--- src/rtl/cnn_frame_ctrl_pkg.sv ---
// Shared types and helpers for the CNN frame sequencer: FSM state encoding,
// frame size helper and the performance counter width.
package cnn_ctrl_pkg;

  typedef enum logic [2:0] {
    IDLE,
    STREAM,
    DRAIN,
    RESULT,
    FLUSH
  } frame_state_t;

  localparam int FRAME_CYCLES_W = 32;

  function automatic int frame_pixels(input int image_width);
    return image_width * image_width;
  endfunction

endpackage

--- src/rtl/cnn_frame_ctrl_if.sv ---
// Host pixel stream, pipeline pixel/result channel and host result channel.
// master = host/pipeline side, slave = cnn_frame_ctrl.
interface cnn_frame_ctrl_if #(
  parameter int BitSize = 32,
  parameter int NumOut  = 2
);
  logic                      s_valid;
  logic [BitSize-1:0]        s_data;
  logic                      s_ready;
  logic                      pipe_valid;
  logic [BitSize-1:0]        pipe_data;
  logic                      pipe_ready;
  logic                      pipe_soft_rst;
  logic                      pipe_out_valid;
  logic [NumOut*BitSize-1:0] pipe_out_data;
  logic                      pipe_out_done;
  logic                      r_valid;
  logic [NumOut*BitSize-1:0] r_data;
  logic                      r_err;
  logic                      r_ready;

  modport master (
    output s_valid, s_data, pipe_ready, pipe_out_valid, pipe_out_data,
           pipe_out_done, r_ready,
    input  s_ready, pipe_valid, pipe_data, pipe_soft_rst, r_valid, r_data,
           r_err
  );

  modport slave (
    input  s_valid, s_data, pipe_ready, pipe_out_valid, pipe_out_data,
           pipe_out_done, r_ready,
    output s_ready, pipe_valid, pipe_data, pipe_soft_rst, r_valid, r_data,
           r_err
  );
endinterface

--- src/rtl/cnn_frame_ctrl_perf_counter.sv ---
// Saturating frame-cycle counter with clear/enable/latch; only instantiated
// when CNN_FRAME_PERF_EN is defined.
module cnn_perf_counter #(
  parameter int W = 32
) (
  input  logic         clk,
  input  logic         rst,
  input  logic         i_clear,
  input  logic         i_en,
  input  logic         i_latch,
  output logic [W-1:0] o_value
);
  logic [W-1:0] r_cnt;
  logic [W-1:0] r_value;
  logic [W-1:0] w_cnt_next;

  function automatic logic [W-1:0] sat_inc(input logic [W-1:0] v);
    return (&v) ? v : v + W'(1);
  endfunction

  // The clearing cycle itself counts, so the latched value spans the first
  // accepted pixel through the done cycle inclusive.
  always_comb begin
    w_cnt_next = r_cnt;
    if (i_clear)
      w_cnt_next = W'(1);
    else if (i_en)
      w_cnt_next = sat_inc(r_cnt);
  end

  always_ff @(posedge clk) begin
    if (rst) begin
      r_cnt   <= '0;
      r_value <= '0;
    end else begin
      r_cnt <= w_cnt_next;
      if (i_latch)
        r_value <= w_cnt_next;
    end
  end

  assign o_value = r_value;
endmodule

--- src/rtl/cnn_frame_ctrl.sv ---
// Frame sequencer: forwards one image to the pipeline, captures the DNN result
// for the host, then flushes the pipeline. Optional CNN_FRAME_PERF_EN adds a cycle counter.
module cnn_frame_ctrl
  import cnn_ctrl_pkg::*;
#(
  parameter int BitSize      = 32,
  parameter int ImageWidth   = 8,
  parameter int NumOut       = 2,
  parameter int FlushCycles  = 2,
  parameter int FrameCntBits = 8
) (
  input  logic                      clk,
  input  logic                      res_n,
  cnn_frame_ctrl_if.slave           bus,
  output logic                      busy,
  output logic [FrameCntBits-1:0]   frame_cnt,
  output logic [FRAME_CYCLES_W-1:0] frame_cycles
);
  localparam int Total  = frame_pixels(ImageWidth);
  localparam int PixW   = (Total > 1) ? $clog2(Total) : 1;
  localparam int FlushW = (FlushCycles > 1) ? $clog2(FlushCycles) : 1;

  frame_state_t              r_state;
  frame_state_t              w_next_state;
  logic [PixW-1:0]           r_pix_cnt;
  logic [FlushW-1:0]         r_flush_cnt;
  logic [FrameCntBits-1:0]   r_frame_cnt;
  logic [NumOut*BitSize-1:0] r_result;
  logic                      r_error;
  logic                      r_seen;
  logic                      w_s_ready;
  logic                      w_accept;
  logic                      w_last;
  logic                      w_capture;
  logic                      w_in_frame;

  assign w_s_ready  = (r_state == IDLE || r_state == STREAM) && bus.pipe_ready && !res_n;
  assign w_accept   = bus.s_valid && w_s_ready;
  assign w_last     = (r_pix_cnt == PixW'(Total - 1));
  assign w_in_frame = (r_state == STREAM) || (r_state == DRAIN);
  assign w_capture  = w_in_frame && bus.pipe_out_valid;

  always_ff @(posedge clk) begin
    if (res_n)
      r_state <= IDLE;
    else
      r_state <= w_next_state;
  end

  // Early done in STREAM wins over a coincident last-pixel accept.
  always_comb begin
    w_next_state = r_state;
    unique case (r_state)
      IDLE:    if (w_accept) w_next_state = w_last ? DRAIN : STREAM;
      STREAM: begin
        if (bus.pipe_out_done)
          w_next_state = RESULT;
        else if (w_accept && w_last)
          w_next_state = DRAIN;
      end
      DRAIN:   if (bus.pipe_out_done) w_next_state = RESULT;
      RESULT:  if (bus.r_ready) w_next_state = FLUSH;
      FLUSH:   if (r_flush_cnt == '0) w_next_state = IDLE;
      default: w_next_state = IDLE;
    endcase
  end

  always_ff @(posedge clk) begin
    if (res_n) begin
      r_pix_cnt   <= '0;
      r_flush_cnt <= '0;
      r_frame_cnt <= '0;
      r_result    <= '0;
      r_error     <= 1'b0;
      r_seen      <= 1'b0;
    end else begin
      if (w_next_state != STREAM)
        r_pix_cnt <= '0;
      else if (w_accept)
        r_pix_cnt <= r_pix_cnt + PixW'(1);

      if (w_capture)
        r_result <= bus.pipe_out_data;

      if (r_state == IDLE && w_accept) begin
        r_error <= 1'b0;
        r_seen  <= 1'b0;
      end else begin
        if (w_capture)
          r_seen <= 1'b1;
        if (r_state == STREAM && bus.pipe_out_done)
          r_error <= 1'b1;
        else if (r_state == DRAIN && bus.pipe_out_done)
          r_error <= !(r_seen || bus.pipe_out_valid);
      end

      if (r_state == RESULT && bus.r_ready) begin
        r_flush_cnt <= FlushW'(FlushCycles - 1);
        r_frame_cnt <= r_frame_cnt + FrameCntBits'(1);
      end else if (r_state == FLUSH && r_flush_cnt != '0) begin
        r_flush_cnt <= r_flush_cnt - FlushW'(1);
      end
    end
  end

  assign bus.s_ready       = w_s_ready;
  assign bus.pipe_valid    = w_accept;
  assign bus.pipe_data     = bus.s_data;
  assign bus.pipe_soft_rst = res_n || (r_state == FLUSH);
  assign bus.r_valid       = (r_state == RESULT);
  assign bus.r_data        = r_result;
  assign bus.r_err         = r_error;
  assign busy              = (r_state != IDLE);
  assign frame_cnt         = r_frame_cnt;

`ifdef CNN_FRAME_PERF_EN
  cnn_perf_counter #(
    .W(FRAME_CYCLES_W)
  ) u_perf (
    .clk     (clk),
    .rst     (res_n),
    .i_clear (r_state == IDLE && w_accept),
    .i_en    (w_in_frame),
    .i_latch (w_next_state == RESULT && r_state != RESULT),
    .o_value (frame_cycles)
  );
`else
  assign frame_cycles = '0;
`endif

endmodule

--- src/flat_wrapper.sv ---
// flat-port wrapper written by rule: the top's interface ports become plain ports
module cnn_frame_ctrl_flat import cnn_ctrl_pkg::*;
#(
  parameter int BitSize      = 32,
  parameter int ImageWidth   = 8,
  parameter int NumOut       = 2,
  parameter int FlushCycles  = 2,
  parameter int FrameCntBits = 8
)
  (clk, res_n, busy, frame_cnt, frame_cycles, bus_s_valid, bus_s_data, bus_pipe_ready, bus_pipe_out_valid, bus_pipe_out_data, bus_pipe_out_done, bus_r_ready, bus_s_ready, bus_pipe_valid, bus_pipe_data, bus_pipe_soft_rst, bus_r_valid, bus_r_data, bus_r_err);
  cnn_frame_ctrl_if #(.BitSize(BitSize), .NumOut(NumOut)) bus_i ();
  input  logic clk;
  input  logic res_n;
  output logic busy;
  output logic [FrameCntBits-1:0] frame_cnt;
  output logic [FRAME_CYCLES_W-1:0] frame_cycles;
  input wire logic [$bits(bus_i.s_valid)-1:0] bus_s_valid;
  input wire logic [$bits(bus_i.s_data)-1:0] bus_s_data;
  input wire logic [$bits(bus_i.pipe_ready)-1:0] bus_pipe_ready;
  input wire logic [$bits(bus_i.pipe_out_valid)-1:0] bus_pipe_out_valid;
  input wire logic [$bits(bus_i.pipe_out_data)-1:0] bus_pipe_out_data;
  input wire logic [$bits(bus_i.pipe_out_done)-1:0] bus_pipe_out_done;
  input wire logic [$bits(bus_i.r_ready)-1:0] bus_r_ready;
  output wire logic [$bits(bus_i.s_ready)-1:0] bus_s_ready;
  output wire logic [$bits(bus_i.pipe_valid)-1:0] bus_pipe_valid;
  output wire logic [$bits(bus_i.pipe_data)-1:0] bus_pipe_data;
  output wire logic [$bits(bus_i.pipe_soft_rst)-1:0] bus_pipe_soft_rst;
  output wire logic [$bits(bus_i.r_valid)-1:0] bus_r_valid;
  output wire logic [$bits(bus_i.r_data)-1:0] bus_r_data;
  output wire logic [$bits(bus_i.r_err)-1:0] bus_r_err;
  assign bus_i.s_valid = bus_s_valid;
  assign bus_i.s_data = bus_s_data;
  assign bus_i.pipe_ready = bus_pipe_ready;
  assign bus_i.pipe_out_valid = bus_pipe_out_valid;
  assign bus_i.pipe_out_data = bus_pipe_out_data;
  assign bus_i.pipe_out_done = bus_pipe_out_done;
  assign bus_i.r_ready = bus_r_ready;
  assign bus_s_ready = bus_i.s_ready;
  assign bus_pipe_valid = bus_i.pipe_valid;
  assign bus_pipe_data = bus_i.pipe_data;
  assign bus_pipe_soft_rst = bus_i.pipe_soft_rst;
  assign bus_r_valid = bus_i.r_valid;
  assign bus_r_data = bus_i.r_data;
  assign bus_r_err = bus_i.r_err;
  cnn_frame_ctrl #(.BitSize(BitSize), .ImageWidth(ImageWidth), .NumOut(NumOut), .FlushCycles(FlushCycles), .FrameCntBits(FrameCntBits)) u_core (.clk(clk), .res_n(res_n), .bus(bus_i), .busy(busy), .frame_cnt(frame_cnt), .frame_cycles(frame_cycles));
endmodule
--- config.mk ---
export PLATFORM = sky130hd
export DESIGN_NAME = cnn_frame_ctrl_flat
export DESIGN_NICKNAME = d
export VERILOG_FILES = /design/src/rtl/cnn_frame_ctrl_pkg.sv /design/src/rtl/cnn_frame_ctrl_if.sv /design/src/rtl/cnn_frame_ctrl_perf_counter.sv /design/src/rtl/cnn_frame_ctrl.sv /design/src/flat_wrapper.sv
export SDC_FILE = /design/constraint.sdc
export NUM_CORES = 1
export LEC_CHECK = 0
export ABC_AREA = 0
export CAP_MARGIN = 20
export CORE_MARGIN = 2
export CORE_UTILIZATION = 36
export DETAILED_ROUTE_END_ITERATION = 10
export MAX_ROUTING_LAYER = met4
export PLACE_DENSITY = 0.81
export SYNTH_ARGS = -nofsm -noshare
export SYNTH_HDL_FRONTEND = slang
export SYNTH_SLANG_ARGS = --single-unit
--- constraint.sdc ---
create_clock -name clk -period 2.1 [get_ports clk]
set_input_delay 0.42 -clock clk [delete_from_list [all_inputs] [get_ports clk]]
set_output_delay 0.42 -clock clk [all_outputs]
set_load 0.1 [all_outputs]
* Word-level counts from Yosys, hierarchy flattened *
Cells that the tools add are included.

word-level totals
  input port bits = 103
  bits in registers = 84
  word-level logic and storage cells = 50

cells by class
  multiplexer cells = 12
  equality and inequality tests = 6
  reduce and logical (&&, ||, !) cells = 22
  add/subtract/negate cells = 3

operator list
  operator               count
  $mux W3                6
  $pmux W3 S5            1
  $logic_and A1 B1 Y1    10
  $add A8 B1 Y8 const B  1
  $add A6 B1 Y6 const B  1
  $eq A3 B2 Y1 const B   2
  $eq A6 B6 Y1 const B   1
  $logic_or A1 B1 Y1     4
  $mux W1                4
  $reduce_bool A2 Y1     2
  $reduce_or A2 Y1       2
  $eq A3 B1 Y1 const B   1
  $eq A3 B3 Y1 const B   1
  $logic_not A3 Y1       1
  $ne A3 B1 Y1 const B   1
  $reduce_bool A3 Y1     1
  $logic_not A1 Y1       2
  $mux W2                1
  $sub A1 B1 Y1 const B  1

* Longest topological paths before layout *
  depth after elaboration = 11
  depth in mapped cells = 6
  depth with buffers taken out = 5

* Worst setup path after synthesis *
OpenSTA, ideal clock, no wires.

  path kind = input to register
  start = in res_n
  end = reg u_core.r_pix_cnt[1]
  arrival time = 2.597 ns
  data required time = 1.973 ns
  buffers on the path = 1
  path slack = -0.624 ns
  stages on the path = 5
  cell sequence = or3_1 -> clkbuf_2 -> nor2_1 -> mux2i_1 -> nor3_1

on the way
  longest elaborated chain between the ends = 9

ends and longest elaborated chain
  item                               RTL line              source
  from (decl)                        flat_wrapper.sv:13    input logic res_n;
  $logic_not A1 Y1 *                 cnn_frame_ctrl.sv:37  assign w_s_ready = (r_state == IDLE || r_state == STREAM) && bus.pipe_ready && !res_n;
  $logic_and A1 B1 Y1 *              cnn_frame_ctrl.sv:37
  $logic_and A1 B1 Y1 *              cnn_frame_ctrl.sv:38  assign w_accept = bus.s_valid && w_s_ready;
  via bus_pipe_valid                 flat_wrapper.sv:25    output wire logic [$bits(bus_i.pipe_valid)-1:0] bus_pipe_valid;
  $logic_and A1 B1 Y1                cnn_frame_ctrl.sv:58  else if (w_accept && w_last)
  $mux W3                            cnn_frame_ctrl.sv:58
  $mux W3                            cnn_frame_ctrl.sv:56  if (bus.pipe_out_done)
  $pmux W3 S5                        cnn_frame_ctrl.sv:53  unique case (r_state)
  $ne A3 B1 Y1                       cnn_frame_ctrl.sv:77  if (w_next_state != STREAM)
  $reduce_or A2 Y1 (no source line)  --
  to (signal assigned)               cnn_frame_ctrl.sv:80  r_pix_cnt <= r_pix_cnt + PixW'(1);
  to (decl)                          cnn_frame_ctrl.sv:25  logic [PixW-1:0] r_pix_cnt;

Mark *: on every way through the listed nets, which the timed path passes. The rest lies on a longest branch.
A chain may end at the register's enable or synchronous reset.

* Worst setup path after layout *
  start = reg u_core.r_state[1]
  end = out bus_pipe_valid

on the way
  longest elaborated chain between the ends = 5

ends and longest elaborated chain
  item                                                     RTL line              source
  from (decl)                                              cnn_frame_ctrl.sv:23  frame_state_t r_state;
  from (signal assigned)                                   cnn_frame_ctrl.sv:47  r_state <= w_next_state;
  $eq A3 B1 Y1 / $logic_not A3 Y1 (equally long branches)  cnn_frame_ctrl.sv:37
  $logic_or A1 B1 Y1 *                                     cnn_frame_ctrl.sv:37
  $logic_and A1 B1 Y1 * (2 in series)                      cnn_frame_ctrl.sv:37
  $logic_and A1 B1 Y1 *                                    cnn_frame_ctrl.sv:38
  to (decl)                                                flat_wrapper.sv:25

Mark *: on every way between the ends. The rest lies on a longest branch, timed or not.

==> impl_metrics.py <==
metrics = {
    "clock_network": {
        "h-tree-depth": 3,
        "cts_sinks": 84,
        "cts_root_buf": "clkbuf_8",
        "clk_path_buf_depth": 2,
        "clock_latency_ps": 340,
        "tritoncts": "yes",
        "numCtsBuffers": 9,
        "clkSlewWorstSetupHoldPaths_ps": 80,
        "hold_buffers": 0,
        "post_cts_buffers": 0,
        "post_cts_resized": 0,
    },
    "timing": {
        "maxSlewViolCount": 0,
        "finalHoldViolations": 0,
        "period_minus_slack_ps": 2030,
        "timing.final.crit_share": 0.964,
        "rsz0062_at_grt": "false",
        "setup_viol": 0,
        "setup_tns_ps": 0,
        "max_freq_ghz": 0.494,
        "slew_headroom": 0.647,
        "finClkSkew_ps": 12.0,
        "tightest_slew_ps": 529,
    },
    "global_routing": {
        "grtUsageTotal": 0.162,
        "use_met2": 0.273,
        "antenna_found_initial": 0,
        "use_met1": 0.177,
        "grt_pass1_wl_mm": 14.2,
        "grt_pass1_vias": 3063,
        "grt_max_degree": 42,
        "overflow": 0,
        "grtUsageMet3": 0.0374,
        "globalRoute.busiestLayer": "met2",
    },
    "critical_path": {
        "cp.depth": 4,
        "slowest_delay_ps": 420,
        "critPathCapture": "bus_pipe_valid",
        "startpoint_type": "flip-flop",
        "worst_ep_arrival_time_ps": 1610,
        "r2r-start": "u_core.r_state[0]$_SDFF_PP0_",
        "crit_chain": "or3_1 -> buf_4 -> nor2_4 -> buf_12",
        "crit_type": "reg -> out",
        "worstReg2RegEnd": "u_core.bus.r_data[4]$_SDFFE_PP0P_",
        "crit_family": "simple AND/OR/NAND/NOR gates",
        "crit_path_end_kind": "output port",
        "ff2ff_path_depth": 5,
        "cp_slowest_cell": "or3_1",
        "critPathLaunch": "u_core.r_state[1]$_SDFF_PP0_",
        "critPathRequiredTime_ps": 1680,
        "critPathBufInv": 2,
        "r2r_setup_slack_ps": 370,
        "cp_max_fo": 5,
    },
    "detailed_routing": {
        "drt-pass1-iter-count": 4,
        "routed_via_density": 4.57,
        "drt_iter0_markers": 125,
        "via_count": 3238,
        "detail_route.wl_per_cell_um": 12.6,
        "wirelength_mm": 8.94,
        "drc": 0,
        "antenna_left": 0,
    },
    "synth": {
        "yosysSeqAreaShare": 0.460,
        "synth_cells": 461,
        "ys_ff_latch": 84,
        "async_reset_ff_frac": 0,
        "synth_top_area_share": 0.460,
        "synth.area.top_cells": "dfxtp_1 (46%), nand2_1 (14%), buf_4 (13%)",
        "syn_area_sq_um": 3660,
        "yosysTopAreaCell": "dfxtp_1",
        "synthFlopType": "dfxtp_1",
        "synth_area_per_cell_sq_um": 7.94,
        "ys_types": 35,
        "synth_edf_count": 0,
        "yosysWarnings": 0,
    },
    "worst_hold_path": {
        "min_path_type": "reg -> reg",
        "min_from": "u_core.bus.r_data[1]$_SDFFE_PP0P_",
        "hold_path_depth": 2,
    },
    "job": {
        "max_cap_violations": 0,
    },
    "floorplan": {
        "initial_utilization": 0.373,
        "ios": 245,
        "rows": 36,
        "die_area_sq_um": 11000,
        "die_y_um": 105,
        "die_w_um": 105,
        "core_area_sq_um": 9820,
    },
    "pwr": {
        "power_per_cell_area_nw_per_um2": 1030,
        "power_leakage_nw": 2.03,
        "peakVddDrop_v": 0.000488,
    },
    "cells_and_area": {
        "final_nets": 676,
        "drive_gt1_frac": 0.194,
        "regArea_sq_um": 1680,
        "area_delta_synth_final_pct": 37.3,
        "diodes": 0,
        "fillers": 932,
        "finalNonFillerCells": 709,
        "layout_common_cells": "nand2_1 (136), dfxtp_1 (84), buf_4 (82)",
        "final_common_cell": "nand2_1",
        "multiInputGateArea_sq_um": 1500,
    },
    "placed_design": {
        "dp_hpwl_mm": 6.51,
        "placed_cells": 693,
        "routabilityCongestion": 0.833,
        "io_buffers": 148,
    },
    "status": {
        "outcome": "completed",
    },
}
## worst min-delay path: cells and delay by family (launching register included)
kind            cells  cell delay, ps
flops               1             310
simple gates        1              50
compound gates      1              50
## Yosys cell counts, drive strengths merged (2+ instances only)
| master | n |
|---|---|
| a21oi | 70 |
| and2 | 2 |
| buf | 67 |
| clkbuf | 24 |
| dfxtp | 84 |
| ha | 2 |
| inv | 5 |
| mux2i | 2 |
| nand2 | 136 |
| nand2b | 3 |
| nand3 | 5 |
| nand4 | 4 |
| nor2 | 12 |
| nor3 | 13 |
| o21ai | 3 |
| or3 | 4 |
| xnor2 | 8 |
| xor2 | 4 |
## worst min-delay path by stage
stage / slack (ps) / to
final: 460 / u_core.bus.r_data[1]$_SDFFE_PP0P_
after detailed placement: 450 / u_core.bus.r_data[1]$_SDFFE_PP0P_
after CTS: 460 / u_core.bus.r_data[1]$_SDFFE_PP0P_
after global routing: 480 / u_core.bus.r_data[42]$_SDFFE_PP0P_
after global placement: 440 / u_core.bus.r_data[63]$_SDFFE_PP0P_
after floorplan: 430 / u_core.r_seen$_SDFFE_PP0P_
## state kept, by name, indices dropped and copies added, names as in the netlist
register	cells
u_core.bus.r_data	64
u_core.frame_cnt	8
u_core.r_state	3
u_core.r_seen	1
u_core.r_flush_cnt	1
u_core.r_pix_cnt	6
u_core.bus.r_err	1
## layer usage
layer | part of all wire | up-vias
li1 | - | 1613
met1 | 0.42 | 1472
met2 | 0.49 | 115
met3 | 0.068 | 38
met4 | 0.027 | 0
met5 | 0 | -
## metrics by stage
| step | total power [mW] | utilization | worst slack, ps | hold WS (ps) | area (sq um) |
|---|---|---|---|---|---|
| floorplan | 3.86 | - | 27.2 | 435 | 3780 |
| global placement | 4.04 | 0.491 | 97.0 | 443 | 4820 |
| detailed placement | 4.07 | 0.491 | 42.4 | 449 | 4820 |
| CTS | 5.24 | 0.512 | 53.9 | 459 | 5020 |
| global route | 5.41 | 0.512 | 5.25 | 478 | 5020 |
| finish | 5.17 | 0.512 | 74.7 | 456 | 5020 |
## power by group
group | switching (mW) | internal (mW) | leakage [nW]
clock network | 0.541 | 0.612 | 0.102
logic | 1.69 | 0.500 | 1.25
registers | 0.0952 | 1.74 | 0.683
## area by class of cell
type,instances,area share
Sequential cell,84,0.335
Tap cell,133,0.0331
Clock inverter,4,0.00946
Timing Repair Buffer,159,0.289
Inverter,5,0.00374
Clock buffer,12,0.0309
Multi-Input combinational cell,312,0.299
## kinds of logic (layout without fill, tap and decap cells)
kind of cell / after synthesis / after routing / synth area share
adders and majority gates: 2 / 2 / 0.00684
muxes: 2 / 2 / 0.00547
and+or+nand+nor: 185 / 185 / 0.213
xor gates and xnor gates: 12 / 12 / 0.0287
other: 1 / 32 / 0.00103
AOI/OAI and AO/OA: 79 / 79 / 0.121
DFF: 84 / 84 / 0.460
buffers and inverters: 96 / 180 / 0.164
Power figures use the tool's default switching activity.
